===== src/rtl/io_input_responder.sv =====
// io_input_responder
//
// Memory-mapped input peripheral on the core's data-memory load/store port.
// Synchronizes and debounces the board KEY and SW inputs, keeps sticky
// press/overrun/change flags (write 1 to clear) and raises a level IRQ.
//
// Register map (full address match, byte addresses):
//   0xFFF0 KDATA  RO  debounced keys, 1 = pressed
//   0xFFF2 SDATA  RO  debounced switches
//   0xFFF4 KSTAT  W1C [KBITS-1:0] press sticky, [2*KBITS-1:KBITS] overrun sticky
//   0xFFF6 SSTAT  W1C [0] switch-change sticky
//   0xFFF8 IE     RW  [0] key interrupt enable, [1] switch interrupt enable
//
// Ports:
//   CLK      clock, all state changes on posedge
//   RESET_N  asynchronous active-low reset
//   ADDR     byte address from the core
//   WR       store strobe, qualified by ADDR
//   DIN      store data
//   DOUT     read data, combinational from ADDR and registers (0 on a miss)
//   SEL      high when ADDR hits one of the five registers
//   KEY      raw board keys, asynchronous, 0 = pressed
//   SW       raw board switches, asynchronous
//   IRQ      level interrupt request, combinational from registers
module io_input_responder #(
   parameter int DBITS           = 16,
   parameter int KBITS           = 4,
   parameter int SBITS           = 10,
   parameter int DEBOUNCE_CYCLES = 50000,
   parameter int CNTBITS         = 16
) (
   input  logic             CLK,
   input  logic             RESET_N,
   input  logic [DBITS-1:0] ADDR,
   input  logic             WR,
   input  logic [DBITS-1:0] DIN,
   output logic [DBITS-1:0] DOUT,
   output logic             SEL,
   input  logic [KBITS-1:0] KEY,
   input  logic [SBITS-1:0] SW,
   output logic             IRQ
);

   localparam int NBITS = KBITS + SBITS;
   localparam logic [CNTBITS-1:0] CNT_MAX = CNTBITS'(DEBOUNCE_CYCLES - 1);

   localparam logic [DBITS-1:0] A_KDATA = DBITS'(16'hFFF0);
   localparam logic [DBITS-1:0] A_SDATA = DBITS'(16'hFFF2);
   localparam logic [DBITS-1:0] A_KSTAT = DBITS'(16'hFFF4);
   localparam logic [DBITS-1:0] A_SSTAT = DBITS'(16'hFFF6);
   localparam logic [DBITS-1:0] A_IE    = DBITS'(16'hFFF8);

   // Keys and switches share one debounce path; keys occupy the low bits and
   // are inverted up front so that internally 1 always means pressed.
   logic [NBITS-1:0]   raw;
   logic [NBITS-1:0]   sync_p0;
   logic [NBITS-1:0]   sync_p1;
   logic [NBITS-1:0]   stable;
   logic [NBITS-1:0]   upd;
   logic [CNTBITS-1:0] cnt [NBITS];

   logic [KBITS-1:0]   kpend;
   logic [KBITS-1:0]   kovr;
   logic               schg;
   logic [1:0]         ie;

   logic [KBITS-1:0]   kpress;
   logic               sw_evt;
   logic               wr_kstat;
   logic               wr_sstat;
   logic               wr_ie;
   logic [KBITS-1:0]   kpend_clr;
   logic [KBITS-1:0]   kovr_clr;
   logic               schg_clr;

   assign raw = {SW, ~KEY};

   // upd marks a bit whose synchronized value has differed from the stable
   // value for DEBOUNCE_CYCLES consecutive cycles; it is accepted this edge.
   always_comb begin
      upd = '0;
      for (int i = 0; i < NBITS; i++) begin
         upd[i] = (sync_p1[i] != stable[i]) && (cnt[i] == CNT_MAX);
      end
   end

   // Stage p0/p1: two-flop synchronizer, then debounce counter and stable value
   always_ff @(posedge CLK or negedge RESET_N) begin
      if (!RESET_N) begin
         sync_p0 <= '0;
         sync_p1 <= '0;
         stable  <= '0;
         for (int i = 0; i < NBITS; i++) begin
            cnt[i] <= '0;
         end
      end else begin
         sync_p0 <= raw;
         sync_p1 <= sync_p0;
         for (int i = 0; i < NBITS; i++) begin
            if ((sync_p1[i] == stable[i]) || upd[i]) begin
               cnt[i] <= '0;
            end else begin
               cnt[i] <= cnt[i] + CNTBITS'(1);
            end
         end
         stable <= (stable & ~upd) | (sync_p1 & upd);
      end
   end

   // Events are detected on the same edge the stable value changes, so the
   // sticky bits and IRQ appear together with the new KDATA/SDATA.
   assign kpress = upd[KBITS-1:0] & sync_p1[KBITS-1:0];
   assign sw_evt = |upd[NBITS-1:KBITS];

   assign wr_kstat = WR && (ADDR == A_KSTAT);
   assign wr_sstat = WR && (ADDR == A_SSTAT);
   assign wr_ie    = WR && (ADDR == A_IE);

   assign kpend_clr = wr_kstat ? DIN[KBITS-1:0]       : '0;
   assign kovr_clr  = wr_kstat ? DIN[2*KBITS-1:KBITS] : '0;
   assign schg_clr  = wr_sstat & DIN[0];

   // Stage p2: sticky status and enable registers; a simultaneous event wins
   // over a clearing write. Overrun looks at the press flag before this edge.
   always_ff @(posedge CLK or negedge RESET_N) begin
      if (!RESET_N) begin
         kpend <= '0;
         kovr  <= '0;
         schg  <= 1'b0;
         ie    <= '0;
      end else begin
         kpend <= kpress | (kpend & ~kpend_clr);
         kovr  <= (kpress & kpend) | (kovr & ~kovr_clr);
         schg  <= sw_evt | (schg & ~schg_clr);
         if (wr_ie) begin
            ie <= DIN[1:0];
         end
      end
   end

   always_comb begin
      DOUT = '0;
      SEL  = 1'b0;
      case (ADDR)
         A_KDATA: begin SEL = 1'b1; DOUT = DBITS'(stable[KBITS-1:0]);     end
         A_SDATA: begin SEL = 1'b1; DOUT = DBITS'(stable[NBITS-1:KBITS]); end
         A_KSTAT: begin SEL = 1'b1; DOUT = DBITS'({kovr, kpend});         end
         A_SSTAT: begin SEL = 1'b1; DOUT = DBITS'(schg);                  end
         A_IE:    begin SEL = 1'b1; DOUT = DBITS'(ie);                    end
         default: begin SEL = 1'b0; DOUT = '0;                            end
      endcase
   end

   assign IRQ = (ie[0] & (|kpend)) | (ie[1] & schg);

   // Store-data bits above the widest writable register have no destination.
   logic unused_din;
   assign unused_din = ^DIN[DBITS-1:2*KBITS];

endmodule


===== config.mk =====
export PLATFORM = sky130hd
export DESIGN_NAME = io_input_responder
export DESIGN_NICKNAME = d
export VERILOG_FILES = /design/src/rtl/io_input_responder.sv
export SDC_FILE = /design/constraint.sdc
export NUM_CORES = 1
export LEC_CHECK = 0
export ABC_AREA = 0
export CORE_MARGIN = 5
export CORE_UTILIZATION = 45
export DETAILED_ROUTE_END_ITERATION = 16
export PLACE_DENSITY = 0.7
export SYNTH_ARGS = -nofsm -noshare
export SYNTH_HDL_FRONTEND = slang
export SYNTH_SLANG_ARGS = --single-unit

===== constraint.sdc =====
create_clock -name CLK -period 2.45 [get_ports CLK]
set_input_delay 0.3675 -clock CLK [delete_from_list [all_inputs] [get_ports CLK]]
set_output_delay 0.3675 -clock CLK [all_outputs]
set_load 0.01 [all_outputs]

==> out/qor.txt <==
Buffers on Ports - 52
Die ar. - 0.0320 mm2
Most common cell after layout, fill and taps aside - dfrtp_1
Max Root-Sink Buffers - 3
Hold Path Class - in2reg
H-tree depth - 1
Detailed Route WL - 24900 um
Hold violation count in the final report - 0
Post-Synthesis Cells - 1266
Crit share post-route - 97.2%
Post-route total power - 0.00975 W
Vias in the first global route - 9057
Met1 Track Usage GR - 22.4%
DRT iter0 DRCs - 489
Initial cell density of the core - 45.9%
Synth cell types - 46
Hold wc startpoint - SW[8]
Max FO, Critical Path - 5
GPL Wtd Cong - 0.836
CP Launch Type - input port
Root buf cell - clkbuf_16
Ys async rst share - 100%
Status - finished clean
CP Launch Point - ADDR[5]
Total GRT Usage - 15.9%
Peak supply drop - 603 uV
Max incr delay on CP - 580 ps
Layout cells sized above 1 - 10.2%
Setup violators final - 0
Crit path buf inv count - 2
Syn_area_per_cell - 10.1 um2
P&R area growth vs syn - 17.8%
I/O pins - 67
Worst-Margin Slew - 624 ps
Via density - 5.05
TritonCTS clock tree - done
Routed length per instance - 14.0 um
Critical Path RT - 2080 ps
Rel. slew slack - 58.0%
Cell family with most CP delay - simple AND/OR/NAND/NOR gates
Die width - 179 um
Total CTS buffers - 30
DP HPWL - 16800 um
Crit Reg-Reg Startpoint - cnt[208]$_DFF_PN0_
Register area share after synthesis - 54.0%
Leakage power - 6.65 nW
Final ANT Viol Nets - 0
TritonCTS Sinks - 277
Critical Path AT - 2010 ps
RSZ-0062 raised after global routing - false
ANT cells - 0
Final slew viol count - 0
Busiest grt layer - met2
Max Freq - 420 MHz
Crit-path slowest cell - or4_4
Skew-Pair Late Insertion Delay - 550 ps
Initial antenna violation count - 0
Worst-path cell chain - dlygate4sd2_1 > nand4b_1 > or4_4 > or2_4 > o311ai_2 > buf_2
Number of nets in the final layout - 1437
Commonest register cell after synthesis - dfrtp_1
Met2 Resource Use GR - 25.7%
#FFs+latches synth - 277
Most frequent cells in the layout - 277 x dfrtp_1, 257 x nor2_1, 111 x xor2_1
Final Critical Period - 2380 ps
Yosys warns - 0
DR DRC count - 0
EDFF count, synth - 0
Remaining global-route overflow - 0
Max-cap violation count - 0
CP Class - in2out
Core area - 0.0279 mm2
Via Count - 8972
Chip height - 179 um
Clock-pin slew on the worst setup and hold paths - 60 ps
Post-Synthesis Cell Area - 0.0128 mm2
Dpl ws - -712 ps
Setup Skew - 16.7 ps
Fin worst setup slack - 67.7 ps
Largest net degree at the start of global routing - 72
Crit. End Element - output port
Rows - 61
GR met3 Demand/Resource - 2.70%
DRT Pass-1 Iters - 4
First-pass GRT wire length - 42900 um
Pwr Density - 645 mW/mm2
## logic make-up after synthesis
kind of cell | Yosys count | share of synthesized area (%)
AOI/OAI and AO/OA | 33 | 1.77
muxes | 19 | 1.73
buffers and inverters | 55 | 1.90
and+or+nand+nor | 661 | 25.1
other | 1 | 0.0292
DFF | 277 | 54.0
xor gates and xnor gates | 206 | 14.1
adders and majority gates | 14 | 1.37
## cell usage after synthesis (8+ instances only)
cell      instances  area share [%]
buf_4             8            0.47
nor4bb_1         10            0.78
clkbuf_1         19            0.56
dfrtp_1         277              54
nand2_1          85             2.5
xnor2_1          95             6.5
nand4_1          53             2.6
or3_1             9            0.44
inv_1            22            0.64
mux2_2           15             1.3
xor2_1          111             7.6
nor4_1           16            0.78
ha_1             14             1.4
nor4b_1          13            0.89
nor2_1          261             7.6
nand3_1          95             3.7
nor3_1           35             1.4
and3_1           48             2.3
## layer usage
metal,vias to the layer above,routed length [um]
met1,4313,11800
met5,-,0
li1,4497,-
met2,114,11500
met4,0,649
met3,48,908
## cell type report
| type | instances | area, um2 |
|---|---|---|
| repair buffers | 104 | 892 |
| fillers | 2429 | 12800 |
| well taps | 378 | 473 |
| inverters | 22 | 82.6 |
| flip-flops and latches | 277 | 6930 |
| clock inverters | 11 | 135 |
| clock buffers | 44 | 905 |
| multi-input cells | 939 | 5690 |
## power breakdown
part	switching, W	total (W)	internal [W]
clock network	0.00178	0.00463	0.00286
registers	0.0000671	0.00472	0.00466
logic	0.000235	0.000393	0.000158
## metrics by stage
step	util, %	instances	setup TNS (ps)	hold WS (ps)	instance area (um2)
after floorplan	-	1271	0	71.9	12800
after global placement	49.9	1696	-6250	311	13900
after detailed placement	49.9	1696	-6880	313	13900
after CTS	54.1	1776	0	236	15100
after global routing	54.1	1775	0	226	15100
final	54.1	1775	0	256	15100
## path summary, 6_finish.rpt
check,endpoint,slack [ps],cells after the start
min in group asynchronous,cnt[123]$_DFF_PN0_,350,2
worst max register to register,cnt[215]$_DFF_PN0_,460,6
max in group asynchronous,cnt[22]$_DFF_PN0_,1370,3
worst min-delay path,sync_p0[12]$_DFF_PN0_,260,1
worst min register to register,sync_p1[11]$_DFF_PN0_,340,0
worst max-delay path,DOUT[1],70,6
## flip-flops by register name, summed over array words and instances (netlist names), named ones only
name / cells
kpend: 4
kovr: 4
ie: 2
cnt: 224
sync_p0: 14
schg: 1
sync_p1: 14
## what timing repair did
action | CTS | global route
resized for setup | 61 | 6
setup buffers | 24 | 0
pin swaps | 8 | 4
hold endpoints to repair | 46 | 0
cloned | 0 | 0
hold buffers | 1 | 0
endpoints found under the setup margin | 11 | 9
(Power assumes the default switching activity.)
